`src/rtl/ram_access_ctrl_pkg.sv`:
```
`default_nettype none
// +--------------------------------------------------------------------------+
// | ram_access_pkg                                                           |
// | Shared state encoding and default RAM geometry for the access controller |
// | Revision: 1.0                                                            |
// +--------------------------------------------------------------------------+
package ram_access_pkg;

   typedef enum logic [0:0] {
      CLEAR = 1'b0,
      RUN   = 1'b1
   } state_t;

   // Geometry of the RAM this controller normally fronts.
   localparam int RAM_ADR  = 10;
   localparam int RAM_DATA = 8;
   localparam int RAM_MS   = 1024;

endpackage
`default_nettype wire

```
`src/rtl/ram_access_ctrl_if.sv`:
```
`default_nettype none
// +--------------------------------------------------------------------------+
// | ram_access_ctrl_if                                                       |
// | Request/response stream, status and RAM strobe bundle                    |
// | Revision: 1.0                                                            |
// +--------------------------------------------------------------------------+
interface ram_access_ctrl_if #(
   parameter int ADR  = ram_access_pkg::RAM_ADR,
   parameter int DATA = ram_access_pkg::RAM_DATA
) ();

   logic            req_valid;
   logic            req_ready;
   logic            req_we;
   logic [ADR-1:0]  req_addr;
   logic [DATA-1:0] req_wdata;

   logic            rsp_valid;
   logic            rsp_ready;
   logic [DATA-1:0] rsp_data;
   logic            rsp_err;

   logic            init_done;

   logic            mem_cs;
   logic            mem_write;
   logic            mem_read;
   logic [ADR-1:0]  mem_addr;
   logic [DATA-1:0] mem_din;
   logic [DATA-1:0] mem_dout;

   // Controller side
   modport slave (
      input  req_valid, req_we, req_addr, req_wdata, rsp_ready, mem_dout,
      output req_ready, rsp_valid, rsp_data, rsp_err, init_done,
             mem_cs, mem_write, mem_read, mem_addr, mem_din
   );

   // Requester plus RAM side
   modport master (
      output req_valid, req_we, req_addr, req_wdata, rsp_ready, mem_dout,
      input  req_ready, rsp_valid, rsp_data, rsp_err, init_done,
             mem_cs, mem_write, mem_read, mem_addr, mem_din
   );

endinterface
`default_nettype wire

```
`src/rtl/ram_access_ctrl_clear_seq.sv`:
```
`default_nettype none
// +--------------------------------------------------------------------------+
// | ram_clear_seq                                                            |
// | Post-reset address walker for the RAM clear pass and its done flag       |
// | Revision: 1.0                                                            |
// +--------------------------------------------------------------------------+
module ram_clear_seq
   import ram_access_pkg::*;
#(
   parameter int ADR      = RAM_ADR,
   parameter int MS       = RAM_MS,
   parameter int CLEAR_EN = 1
) (
   input  logic           clk,
   input  logic           rst_n,
   output logic           o_clr_active,
   output logic [ADR-1:0] o_clr_addr,
   output logic           o_clr_last,
   output logic           o_done
);

   localparam logic [ADR-1:0] c_LAST_ADDR = ADR'(MS - 1);

   logic           r_active;
   logic [ADR-1:0] r_cnt;
   logic           r_last_d;
   logic           r_done;
   logic           w_last;

   assign w_last = r_active && (r_cnt == c_LAST_ADDR);

   // Done trails the last address by one edge so it coincides with the RAM
   // committing that final write.
   always_ff @(posedge clk) begin
      if (!rst_n) begin
         r_active <= (CLEAR_EN != 0);
         r_cnt    <= '0;
         r_last_d <= 1'b0;
         r_done   <= (CLEAR_EN == 0);
      end else begin
         r_last_d <= w_last;
         r_done   <= r_done | r_last_d;
         if (r_active) begin
            r_cnt <= w_last ? '0 : r_cnt + ADR'(1);
            if (w_last) begin
               r_active <= 1'b0;
            end
         end
      end
   end

   assign o_clr_active = r_active;
   assign o_clr_addr   = r_cnt;
   assign o_clr_last   = w_last;
   assign o_done       = r_done;

endmodule
`default_nettype wire

```
`src/rtl/ram_access_ctrl.sv`:
```
`default_nettype none
// +--------------------------------------------------------------------------+
// | ram_access_ctrl                                                          |
// | Sequences read/write requests onto a single-port synchronous RAM         |
// | Revision: 1.0                                                            |
// +--------------------------------------------------------------------------+
module ram_access_ctrl
   import ram_access_pkg::*;
#(
   parameter int              ADR      = RAM_ADR,
   parameter int              DATA     = RAM_DATA,
   parameter int              MS       = RAM_MS,
   parameter logic [DATA-1:0] INIT_VAL = '0,
   parameter int              CLEAR_EN = 1
) (
   input  logic               clk,
   input  logic               rst_n,
   ram_access_ctrl_if.slave   bus
);

   localparam logic [ADR:0] c_MS        = (ADR + 1)'(MS);
   localparam state_t       c_RST_STATE = (CLEAR_EN != 0) ? CLEAR : RUN;

   state_t          r_state;
   state_t          w_state_nxt;

   logic            w_clr_active;
   logic [ADR-1:0]  w_clr_addr;
   logic            w_clr_last;
   logic            w_clr_done;

   logic            r_rd_s1;
   logic            r_rd_s2;
   logic            r_err_s1;
   logic            r_err_s2;

   logic            r_rsp_valid;
   logic [DATA-1:0] r_rsp_data;
   logic            r_rsp_err;

   logic            r_mem_cs;
   logic            r_mem_write;
   logic            r_mem_read;
   logic [ADR-1:0]  r_mem_addr;
   logic [DATA-1:0] r_mem_din;

   logic            w_rd_busy;
   logic            w_addr_ok;
   logic            w_req_ready;
   logic            w_accept;
   logic            w_rd_launch;
   logic            w_rsp_take;
   logic            w_cs_nxt;
   logic            w_wr_nxt;
   logic            w_rd_nxt;
   logic [ADR-1:0]  w_addr_nxt;
   logic [DATA-1:0] w_din_nxt;

   ram_clear_seq #(
      .ADR      (ADR),
      .MS       (MS),
      .CLEAR_EN (CLEAR_EN)
   ) u_clear_seq (
      .clk          (clk),
      .rst_n        (rst_n),
      .o_clr_active (w_clr_active),
      .o_clr_addr   (w_clr_addr),
      .o_clr_last   (w_clr_last),
      .o_done       (w_clr_done)
   );

   // Only one read may be outstanding, including one parked on the response port.
   assign w_rd_busy  = r_rd_s1 | r_rd_s2 | r_rsp_valid;
   assign w_addr_ok  = ({1'b0, bus.req_addr} < c_MS);
   assign w_rsp_take = r_rsp_valid && bus.rsp_ready;

   always_ff @(posedge clk) begin
      if (!rst_n) begin
         r_state <= c_RST_STATE;
      end else begin
         r_state <= w_state_nxt;
      end
   end

   always_comb begin
      w_state_nxt = r_state;
      w_req_ready = 1'b0;
      w_accept    = 1'b0;
      w_rd_launch = 1'b0;
      w_cs_nxt    = 1'b0;
      w_wr_nxt    = 1'b0;
      w_rd_nxt    = 1'b0;
      w_addr_nxt  = r_mem_addr;
      w_din_nxt   = r_mem_din;
      case (r_state)
         CLEAR: begin
            if (w_clr_active) begin
               w_cs_nxt   = 1'b1;
               w_wr_nxt   = 1'b1;
               w_addr_nxt = w_clr_addr;
               w_din_nxt  = INIT_VAL;
            end
            if (w_clr_last) begin
               w_state_nxt = RUN;
            end
         end
         RUN: begin
            w_req_ready = !w_rd_busy;
            w_accept    = bus.req_valid && w_req_ready;
            if (w_accept) begin
               w_rd_launch = !bus.req_we;
               // Out-of-range requests are accepted but never reach the RAM.
               if (w_addr_ok) begin
                  w_cs_nxt   = 1'b1;
                  w_addr_nxt = bus.req_addr;
                  if (bus.req_we) begin
                     w_wr_nxt  = 1'b1;
                     w_din_nxt = bus.req_wdata;
                  end else begin
                     w_rd_nxt  = 1'b1;
                  end
               end
            end
         end
         default: begin
            w_state_nxt = c_RST_STATE;
         end
      endcase
   end

   always_ff @(posedge clk) begin
      if (!rst_n) begin
         r_mem_cs    <= 1'b0;
         r_mem_write <= 1'b0;
         r_mem_read  <= 1'b0;
         r_mem_addr  <= '0;
         r_mem_din   <= '0;
         r_rd_s1     <= 1'b0;
         r_rd_s2     <= 1'b0;
         r_err_s1    <= 1'b0;
         r_err_s2    <= 1'b0;
         r_rsp_valid <= 1'b0;
         r_rsp_data  <= '0;
         r_rsp_err   <= 1'b0;
      end else begin
         r_mem_cs    <= w_cs_nxt;
         r_mem_write <= w_wr_nxt;
         r_mem_read  <= w_rd_nxt;
         r_mem_addr  <= w_addr_nxt;
         r_mem_din   <= w_din_nxt;
         r_rd_s1     <= w_rd_launch;
         r_err_s1    <= w_rd_launch && !w_addr_ok;
         r_rd_s2     <= r_rd_s1;
         r_err_s2    <= r_err_s1;
         // RAM dataOut is valid one edge after the strobe; capture on the next.
         if (r_rd_s2) begin
            r_rsp_valid <= 1'b1;
            r_rsp_data  <= r_err_s2 ? '0 : bus.mem_dout;
            r_rsp_err   <= r_err_s2;
         end else if (w_rsp_take) begin
            r_rsp_valid <= 1'b0;
         end
      end
   end

   assign bus.req_ready = w_req_ready;
   assign bus.rsp_valid = r_rsp_valid;
   assign bus.rsp_data  = r_rsp_data;
   assign bus.rsp_err   = r_rsp_err;
   assign bus.init_done = w_clr_done;
   assign bus.mem_cs    = r_mem_cs;
   assign bus.mem_write = r_mem_write;
   assign bus.mem_read  = r_mem_read;
   assign bus.mem_addr  = r_mem_addr;
   assign bus.mem_din   = r_mem_din;

endmodule
`default_nettype wire

```
`src/flat_wrapper.sv`:
```
// flat-port wrapper written by rule: the top's interface ports become plain ports
module ram_access_ctrl_flat import ram_access_pkg::*;
#(
   parameter int              ADR      = RAM_ADR,
   parameter int              DATA     = RAM_DATA,
   parameter int              MS       = RAM_MS,
   parameter logic [DATA-1:0] INIT_VAL = '0,
   parameter int              CLEAR_EN = 1
)
  (clk, rst_n, bus_req_valid, bus_req_we, bus_req_addr, bus_req_wdata, bus_rsp_ready, bus_mem_dout, bus_req_ready, bus_rsp_valid, bus_rsp_data, bus_rsp_err, bus_init_done, bus_mem_cs, bus_mem_write, bus_mem_read, bus_mem_addr, bus_mem_din);
  ram_access_ctrl_if #(.ADR(ADR), .DATA(DATA)) bus_i ();
  input  logic clk;
  input  logic rst_n;
  input wire logic [$bits(bus_i.req_valid)-1:0] bus_req_valid;
  input wire logic [$bits(bus_i.req_we)-1:0] bus_req_we;
  input wire logic [$bits(bus_i.req_addr)-1:0] bus_req_addr;
  input wire logic [$bits(bus_i.req_wdata)-1:0] bus_req_wdata;
  input wire logic [$bits(bus_i.rsp_ready)-1:0] bus_rsp_ready;
  input wire logic [$bits(bus_i.mem_dout)-1:0] bus_mem_dout;
  output wire logic [$bits(bus_i.req_ready)-1:0] bus_req_ready;
  output wire logic [$bits(bus_i.rsp_valid)-1:0] bus_rsp_valid;
  output wire logic [$bits(bus_i.rsp_data)-1:0] bus_rsp_data;
  output wire logic [$bits(bus_i.rsp_err)-1:0] bus_rsp_err;
  output wire logic [$bits(bus_i.init_done)-1:0] bus_init_done;
  output wire logic [$bits(bus_i.mem_cs)-1:0] bus_mem_cs;
  output wire logic [$bits(bus_i.mem_write)-1:0] bus_mem_write;
  output wire logic [$bits(bus_i.mem_read)-1:0] bus_mem_read;
  output wire logic [$bits(bus_i.mem_addr)-1:0] bus_mem_addr;
  output wire logic [$bits(bus_i.mem_din)-1:0] bus_mem_din;
  assign bus_i.req_valid = bus_req_valid;
  assign bus_i.req_we = bus_req_we;
  assign bus_i.req_addr = bus_req_addr;
  assign bus_i.req_wdata = bus_req_wdata;
  assign bus_i.rsp_ready = bus_rsp_ready;
  assign bus_i.mem_dout = bus_mem_dout;
  assign bus_req_ready = bus_i.req_ready;
  assign bus_rsp_valid = bus_i.rsp_valid;
  assign bus_rsp_data = bus_i.rsp_data;
  assign bus_rsp_err = bus_i.rsp_err;
  assign bus_init_done = bus_i.init_done;
  assign bus_mem_cs = bus_i.mem_cs;
  assign bus_mem_write = bus_i.mem_write;
  assign bus_mem_read = bus_i.mem_read;
  assign bus_mem_addr = bus_i.mem_addr;
  assign bus_mem_din = bus_i.mem_din;
  ram_access_ctrl #(.ADR(ADR), .DATA(DATA), .MS(MS), .INIT_VAL(INIT_VAL), .CLEAR_EN(CLEAR_EN)) u_core (.clk(clk), .rst_n(rst_n), .bus(bus_i));
endmodule
```
`config.mk`:
```
export PLATFORM = sky130hd
export DESIGN_NAME = ram_access_ctrl_flat
export DESIGN_NICKNAME = d
export VERILOG_FILES = /design/src/rtl/ram_access_ctrl_pkg.sv /design/src/rtl/ram_access_ctrl_if.sv /design/src/rtl/ram_access_ctrl_clear_seq.sv /design/src/rtl/ram_access_ctrl.sv /design/src/flat_wrapper.sv
export SDC_FILE = /design/constraint.sdc
export NUM_CORES = 1
export LEC_CHECK = 0
export ABC_AREA = 0
export BUFFER_PORTS_ARGS = -buffer_cell sky130_fd_sc_hd__buf_2
export CELL_PAD_IN_SITES_DETAIL_PLACEMENT = 1
export CELL_PAD_IN_SITES_GLOBAL_PLACEMENT = 2
export CORE_MARGIN = 8
export CORE_UTILIZATION = 33
export CTS_BUF_LIST = sky130_fd_sc_hd__clkbuf_8
export DETAILED_ROUTE_END_ITERATION = 10
export GPL_TIMING_DRIVEN = 0
export PLACE_DENSITY_LB_ADDON = 0.1
export SYNTH_ARGS = -nofsm -noshare
export SYNTH_HDL_FRONTEND = slang
export SYNTH_SLANG_ARGS = --single-unit
```
`constraint.sdc`:
```
create_clock -name clk -period 3.9 [get_ports clk]
set_input_delay 0.585 -clock clk [delete_from_list [all_inputs] [get_ports clk]]
set_output_delay 0.585 -clock clk [all_outputs]
set_load 0.01 [all_outputs]
```
---- Word level (Yosys, flattened, before mapping) ----
Cells that the tools add are included.
operators by class
  add/subtract/negate cells ............... 1
  $mul .................................... 0
  divide/modulo/power cells ............... 0
  magnitude comparators ................... 0
  equality and inequality tests ........... 4
  shifts and indexed selects .............. 0
  mux-type cells .......................... 22
  bitwise operators ....................... 4
  reduce and logical (&&, ||, !) cells .... 9
operator list
  cell                     count
  $mux W10                 3
  $mux W8                  3
  $pmux W10 S2             1
  $pmux W8 S2              1
  $mux W1                  12
  $add A10 B1 Y10 const B  1
  $eq A10 B10 Y1 const B   1
  $ne A2 B2 Y1 const B     3
  $reduce_and A3 Y1        2
  $pmux W1 S2              2
  $logic_and A1 B1 Y1      3
  $or A1 B1 Y1             3
  $logic_not A1 Y1         2
  $reduce_and A2 Y1        1
  $reduce_bool A2 Y1       1
  $not A1 Y1               1
storage, ports and cells
  register bits ........................... 46
  latch bits .............................. 0
  bits in writable memories ............... 0
  bits in read-only memories .............. 0
  input port bits ......................... 31
  output and inout bits ................... 33
  memories kept ........................... 0

---- Depth between registers and ports, before layout ----
Gate-level depths: netlist (run 1).
  word-level depth ........................ 6
  mapped depth ............................ 5

---- Cells and area by module ----
A second synthesis (run 1) with hierarchy kept.
unflattened totals
  cells, all modules ...................... 203
  area, all modules ....................... 1944.4 µm²
by module, submodules not included
  module           instances  cells an instance  area each (µm²)
  ram_access_ctrl  1          139                1371.3
  ram_clear_seq    1          64                 573.0

---- Worst setup path after synthesis (run 1) ----
OpenSTA, ideal clock, no wires.
  path type ............................... input to register
  from .................................... input rst_n
  to ...................................... register u_core.u_clear_seq.r_cnt[0] (netlist: u_core.u_clear_seq.o_clr_addr[0])
  setup time .............................. 74 ps
  arrival ................................. 1372 ps
  data required time ...................... 3826 ps
  path slack .............................. 2454 ps
  stages on the path ...................... 4
  path buffers ............................ 1
  cells stage by stage .................... buf_2 -> clkinv_1 -> or3_1 -> o21ai_0
RTL lines
  item                  line                             text
  start, declared       flat_wrapper.sv:13               input logic rst_n;
  end signal, assigned  ram_access_ctrl_clear_seq.sv:44  r_cnt <= w_last ? '0 : r_cnt + ADR'(1);
  end, declared         ram_access_ctrl_clear_seq.sv:25  logic [ADR-1:0] r_cnt;

---- Worst setup path in the final report (run 1) ----
  from .................................... register u_core.r_rd_s2
  to ...................................... output bus_req_ready
on the way
  word-level cells in the longest chain between the ends .. 4
RTL lines
  item                       line                    text
  start, declared            ram_access_ctrl.sv:33   logic r_rd_s2;
  start signal, assigned     ram_access_ctrl.sv:153  r_rd_s2 <= r_rd_s1;
  $or A1 B1 Y1 (2 in a row)  ram_access_ctrl.sv:73   assign w_rd_busy = r_rd_s1 | r_rd_s2 | r_rsp_valid;
  $logic_not A1 Y1           ram_access_ctrl.sv:108  w_req_ready = !w_rd_busy;
  $mux W1                    ram_access_ctrl.sv:95   case (r_state)
  end, declared              flat_wrapper.sv:20      output wire logic [$bits(bus_i.req_ready)-1:0] bus_req_ready;
Every way passes these cells.

==> metrics.md, run 1 <==
| Metric | Value |
|---|---|
| Routed WL | 5.269 mm |
| Outcome | completed |
| Post-synth EDFFs | 0 |
| Number of global-route vias before repair | 1778 |
| Post-synth top area share | 0.4712 |
| Final setup violation count | 0 |
| Sink Count | 45 |
| CP startpoint kind | flip-flop |
| Post-route core utilization | 0.4307 |
| Hold Buf Count CTS | 0 |
| Max Fclk | 513.3 MHz |
| Post-synthesis xor/xnor area fraction | 0.01374 |
| Layout cells sized above 1 | 0.3296 |
| Largest net degree at the start of global routing | 13 |
| Post-route ant nets | 0 |
| Startpoint of the worst hold path | u_core.u_clear_seq.r_last_d |
| Worst hold endpoint | u_core.u_clear_seq.o_done |
| Switching share of total power | 0.2328 |
| Reg-to-reg slack, setup | 2260 ps |
| Post-synthesis simple-gate area fraction | 0.2107 |
| Synth Register Bits | 45 |
| Cell area power density | 334.0 mW/mm^2 |
| Placeable Area | 0.005540 mm^2 |
| Mux share of post-synthesis cell area | 0.1950 |
| Lkg Pwr | 0.001052 uW |
| Mapped Cells | 202 |
| Fillcell total | 687 |
| Post-CTS Setup Inserts | 0 |
| Initial Util | 0.3451 |
| Worst R2R Start | u_core.u_clear_seq.o_clr_addr[0] |
| Post-synthesis cell area | 0.001912 mm^2 |
| Clock Skews | 11.61 ps |
| DRT Pass-1 Iters | 3 |
| Drt drc | 0 |
| Setup_tns | 0 ps |
| Die W | 92.12 um |
| Port Buffers | 62 |
| Fin nets | 303 |
| Syn Nets | 234 |
| Max-Cap Viols | 0 |
| Via count | 1652 |
| Top cells by area, synth | dfxtp_1 (47%), mux2i_1 (14%), nand2_1 (6.7%) |
| Delay-heaviest family, CP | simple AND/OR/NAND/NOR gates |
| Yosys warning total | 0 |
| Initial antenna violation count | 0 |
| Sw power | 185.6 uW |
| Final Cell Area | 0.002386 mm^2 |
| # rows | 27 |
| Die span in y | 92.12 um |
| # IOs | 64 |
| All-Layer GR Usage | 0.1262 |
| Number of vias per cell | 4.830 |
| Power share of the clock group | 0.336 |
| Max VDD drop | 0.1300 mV |
| Hpwl dp | 4.016 mm |
| Full die area | 0.008485 mm^2 |
| Period utilisation layout | 0.4996 |
| Unrepaired setup endpoints after global routing | false |
| Post-cts resize count | 0 |
| Slowest Stage Delay on Critical Path | 410 ps |
| Remaining global-route overflow | 0 |
| CTS Buf Count | 5 |
| Tightest Hold Check Type | reg2reg |
| Yosys cell types | 31 |
| Logic gate share of total power | 0.069 |
| Avg WL per Cell | 15.41 um |
| Worst R2R End | u_core.u_clear_seq.o_clr_addr[8] |
| Pint | 611.3 uW |
| Buf/Inv on CP | 2 |
| Worst R2R Path Depth | 4 |
| Synth Area in Compound Gates | 0.05563 |
| Setup crit end kind | output pin |
| Post-layout min period | 1948 ps |
| Critical Path Stages | 3 |
| Post-synthesis to final-layout area growth | 24.80% |
| Clock slew at reported path FFs | 80 ps |
| Post-DP Area | 0.002312 mm^2 |
| Slew Viols, Final | 0 |
| # diodes | 0 |
| TritonCTS clock tree | done |
| Gpl congestion | 0.6962 |
| Main combinational cell family by area after synthesis | simple AND/OR/NAND/NOR gates |
| CP max stage cell | nor4b_4 |
| Worst hold path depth | 2 |
| Adder-cell share of the synthesized area | 0.006545 |
| Final Hold Fails | 0 |
| Crit path kind | reg2out |
| 1st-iter DRT viols | 51 |
| Mean Syn Cell Area | 9.465 um^2 |
| Clock latency on the worst-skew pair | 300 ps |
| Crit-path max FO | 10 |
| Cell taking the most area after synthesis | dfxtp_1 |
| Crit path DAT | 1360 ps |
| Fraction of registers with async set/reset | 0 |
| Clk root buf | clkbuf_8 |
| Global-route wire length before repair | 8.763 mm |
| CTS Buffer Depth | 2 |
| Data required time of the worst path | 3310 ps |
| Synth Flop Type | dfxtp_1 |
| Sequential area share after synthesis | 0.4712 |
| CTS H-Tree Depth | 2 |
| Worst-path cell chain | buf_6 > nor4b_4 > buf_2 |
| Reg power frac | 0.595 |
synthesized netlist by cell type, drive strengths merged, types with 3 or more instances:
cell type and number:
dfxtp 45, nand2 34, mux2i 26, nand3 16
nor2 15, mux2 10, buf 8, a21oi 7
o21ai 6, clkbuf 4, nand4 4, or3 4
nor3 3, xor2 3
layout make-up:
cell class / instances / area, um^2 / area share
plain buffers: 12 / 75.07 / 0.03146
clock buffers: 5 / 68.82 / 0.02884
clock inverters: 1 / 5.005 / 0.002098
inverters: 3 / 11.26 / 0.004719
multi-input cells: 142 / 924.6 / 0.3875
flip-flops and latches: 45 / 900.9 / 0.3776
well taps: 72 / 90.09 / 0.03776
repair buffers: 62 / 310.3 / 0.1300
sequential cells by signal (all words and copies together), names as in the netlist, 8 cells and up:
| register | cells |
|---|---|
| u_core.bus.mem_addr | 10 |
| u_core.u_clear_seq.o_clr_addr | 10 |
| u_core.bus.mem_din | 8 |
| u_core.bus.rsp_data | 8 |
placed cells by master, fill, tap and decap left out, drive strengths merged:
cell    instances
a21boi          1
a21oi           7
and2            1
buf            70
clkbuf          9
clkinv          2
conb            1
dfxtp          45
ha              1
inv             2
mux2           10
mux2i          26
nand2          34
nand2b          2
nand3          16
nand4           4
nor2           15
nor3            3
nor4            1
nor4b           1
o211ai          1
o21a            1
o21ai           6
o31ai           2
or3             4
or4             2
xor2            3
how the worst max path moves through the flow:
stage                   start                                to  slack, ps
2_1_floorplan           rst_n  u_core.u_clear_seq.o_clr_addr[0]       2450
3_3_place_gp            rst_n  u_core.u_clear_seq.o_clr_addr[0]       1990
3_5_place_dp            rst_n  u_core.u_clear_seq.o_clr_addr[0]       1980
4_1_cts        u_core.r_rd_s2                     bus_req_ready       1940
5_1_grt        u_core.r_rd_s2                     bus_req_ready       1880
6_report       u_core.r_rd_s2                     bus_req_ready       1950
tightest hold or removal path: stages, from the launching register on:
cell and delay [ps]:
dfxtp_1 310, nor2_1 40, nor2_1 80
per-stage QoR:
step,worst slack [ps],cells,total power (uW),hold WS [ps]
after detailed placement,1976,336,541.6,450.5
after global routing,1875,342,831.6,460.5
after CTS,1938,342,807.6,465.5
final,1952,342,796.9,462.6
after floorplan,2454,202,511.7,416.1
after global placement,1995,336,541.6,423.0
kinds of logic (layout without fill, tap and decap cells):
logic type / count (synthesis) / count (layout)
buf+inv: 15 / 83
xor+xnor: 3 / 3
mux: 36 / 36
simple gates: 83 / 83
flops: 45 / 45
compound gates: 18 / 18
other cells: 1 / 1
fa+ha+maj: 1 / 1
per-layer routing:
| layer | share of wire | routed length (um) | vias up | GRT usage |
|---|---|---|---|---|
| met3 | 0.072 | 378 | 5 | 0.05216 |
| met1 | 0.46 | 2416 | 774 | 0.1466 |
| met4 | 0.013 | 68 | 0 | 0.04027 |
| met5 | 0 | 0 | - | 0 |
| li1 | - | - | 828 | - |
| met2 | 0.46 | 2406 | 45 | 0.2056 |
power by group through the flow:
stage,clock network [uW],logic (uW),registers (uW)
final,267,55.2,474
after global routing,293,62.6,476
after CTS,276,57.0,474
after detailed placement,0,56.8,485
after global placement,0,56.6,485
after floorplan,0,26.5,485
Power figures use the tool's default switching activity.
==> run 2, diff against run 1 <==
CORE_UTILIZATION = 30   (was 33)
clock period = 1.9 ns   (was 3.9 ns; I/O delays follow)
==> run 2 against run 1 <==
Net effect: clock skew decreased by 4.0 ps; global-route usage is 0.21 points lower; critical endpoint is now u_core.u_clear_seq.o_clr_addr[8]; die area up 8.2%; critical path type is now reg2reg; wire length grew 2.0%; largest cell class unchanged.
==> metrics.md, run 2 (synthesis gave the netlist of run 1 again) <==
| Metric | Value |
|---|---|
| Outcome | completed |
| Slowest Stage Delay on Critical Path | 530 ps |
| Die span in y | 95.83 um |
| Initial antenna violation count | 0 |
| Total power | 1951 uW |
| Sink Count | 45 |
| Number of global-route vias before repair | 1752 |
| CTS Buffer Depth | 2 |
| # diodes | 0 |
| Worst R2R Path Depth | 4 |
| Clock slew at reported path FFs | 90 ps |
| Post-layout min period | 1662 ps |
| Slew @ Worst Pin | 510.0 ps |
| Crit path kind | reg2reg |
| Post-CTS Setup Inserts | 0 |
| Global-route wire length before repair | 8.921 mm |
| Worst hold endpoint | u_core.r_rd_s1 |
| Post-route core utilization | 0.3929 |
| Post-route ant nets | 0 |
| Worst R2R End | u_core.u_clear_seq.o_clr_addr[8] |
| Number of vias per cell | 4.771 |
| Crit path DAT | 1890 ps |
| CTS Buf Count | 5 |
| Placeable Area | 0.006241 mm^2 |
| Max-Cap Viols | 0 |
| Commonest non-fill, non-tap cell in the layout | buf_2 |
| Period utilisation layout | 0.8750 |
| 1st-iter DRT viols | 45 |
| Startpoint of the worst hold path | bus_req_we |
| Gpl congestion | 0.7105 |
| Drt drc | 0 |
| Most frequent cells in the layout | buf_2 (65), dfxtp_1 (45), nand2_1 (34) |
| Data required time of the worst path | 2130 ps |
| Via count | 1665 |
| Crit-path max FO | 8 |
| Cell area power density | 795.7 mW/mm^2 |
| Initial Util | 0.3063 |
| Tightest Hold Check Type | in2reg |
| Worst-path cell chain | ha_1 > nand3_1 > or4_1 > a21oi_1 |
| DRT Pass-1 Iters | 4 |
| Setup_tns | 0 ps |
| Max VDD drop | 0.4362 mV |
| Worst R2R Start | u_core.u_clear_seq.o_clr_addr[0] |
| Full die area | 0.009183 mm^2 |
| # IOs | 64 |
| Clock Skews | 7.595 ps |
| Routed WL | 5.375 mm |
| Reg-to-reg slack, setup | 240 ps |
| Avg WL per Cell | 15.40 um |
| Final Hold Fails | 0 |
| Layout cells sized above 1 | 0.3346 |
| Hold Buf Count CTS | 0 |
| Clock latency on the worst-skew pair | 300 ps |
| Post-synthesis to final-layout area growth | 28.27% |
| Largest net degree at the start of global routing | 15 |
| # rows | 29 |
| Slew Viols, Final | 0 |
| Worst hold path depth | 2 |
| Setup crit end kind | flip-flop |
| Hpwl dp | 4.046 mm |
| Remaining global-route overflow | 0 |
| CP startpoint kind | flip-flop |
| Port Buffers | 62 |
| Die W | 95.83 um |
| TritonCTS clock tree | done |
| Post-cts resize count | 0 |
| Lkg Pwr | 0.001081 uW |
| Clk root buf | clkbuf_8 |
| Unrepaired setup endpoints after global routing | false |
| CTS H-Tree Depth | 2 |
| CP max stage cell | or4_1 |
| Relative slew slack | 0.6600 |
| Fin nets | 303 |
| All-Layer GR Usage | 0.1241 |
| Max Fclk | 601.5 MHz |
| Final setup violation count | 0 |
[run 2: cell count changes in the layout (fill, tap and decap cells not counted), sizes merged]
cell,change
bufinv,+2
[run 2: stage by stage]
stage / std cells / hold slack, ps / area [um^2] / setup slack (ps)
6_report: 349 / 168.5 / 2452 / 237.5
5_1_grt: 349 / 160.1 / 2452 / 104.7
4_1_cts: 349 / 157.4 / 2452 / 219.8
3_5_place_dp: 341 / 437.0 / 2318 / 245.8
3_3_place_gp: 341 / 431.9 / 2318 / 257.2
2_1_floorplan: 202 / 361.6 / 1912 / 475.2
[run 2: worst max-delay path by stage]
stage,depth (start not counted),end,slack (ps),from
after global routing,4,u_core.u_clear_seq.o_clr_addr[3],100,u_core.u_clear_seq.o_clr_addr[0]
after CTS,4,u_core.u_clear_seq.o_clr_addr[8],220,u_core.u_clear_seq.o_clr_addr[0]
after floorplan,4,u_core.u_clear_seq.o_clr_addr[8],480,u_core.u_clear_seq.o_clr_addr[0]
after detailed placement,4,u_core.u_clear_seq.o_clr_addr[8],250,u_core.u_clear_seq.o_clr_addr[0]
after global placement,4,u_core.u_clear_seq.o_clr_addr[8],260,u_core.u_clear_seq.o_clr_addr[0]
final,4,u_core.u_clear_seq.o_clr_addr[8],240,u_core.u_clear_seq.o_clr_addr[0]
[run 2: metal layers]
| metal | global-route usage | part of all wire | up-vias |
|---|---|---|---|
| met5 | 0 | 0 | - |
| met4 | 0.03841 | 0.011 | 0 |
| met3 | 0.03198 | 0.049 | 6 |
| met2 | 0.1983 | 0.48 | 38 |
| met1 | 0.1599 | 0.46 | 793 |
| li1 | - | - | 828 |
[run 2: area by class of cell]
type	instances	area, um^2
multi-input combinational	142	924.6
tap	77	96.34
timing repair buffer	62	310.3
buffer	12	75.07
fill	764	3789
inverter	3	11.26
clock buffer	5	68.82
clock inverter	3	65.06
sequential	45	900.9
[run 2: critical path, delay by kind of cell, from the launching register on]
family / cells / cell delay, ps
DFF: 1 / 400
AOI/OAI and AO/OA: 1 / 150
adders and majority gates: 1 / 250
and+or+nand+nor: 2 / 790
[run 2: power breakdown]
group          total, uW  internal [uW]  switching, uW
Sequential           974            959           14.6
Clock                863            523            341
Combinational        114           53.4           61.0
Total               1950           1540            416
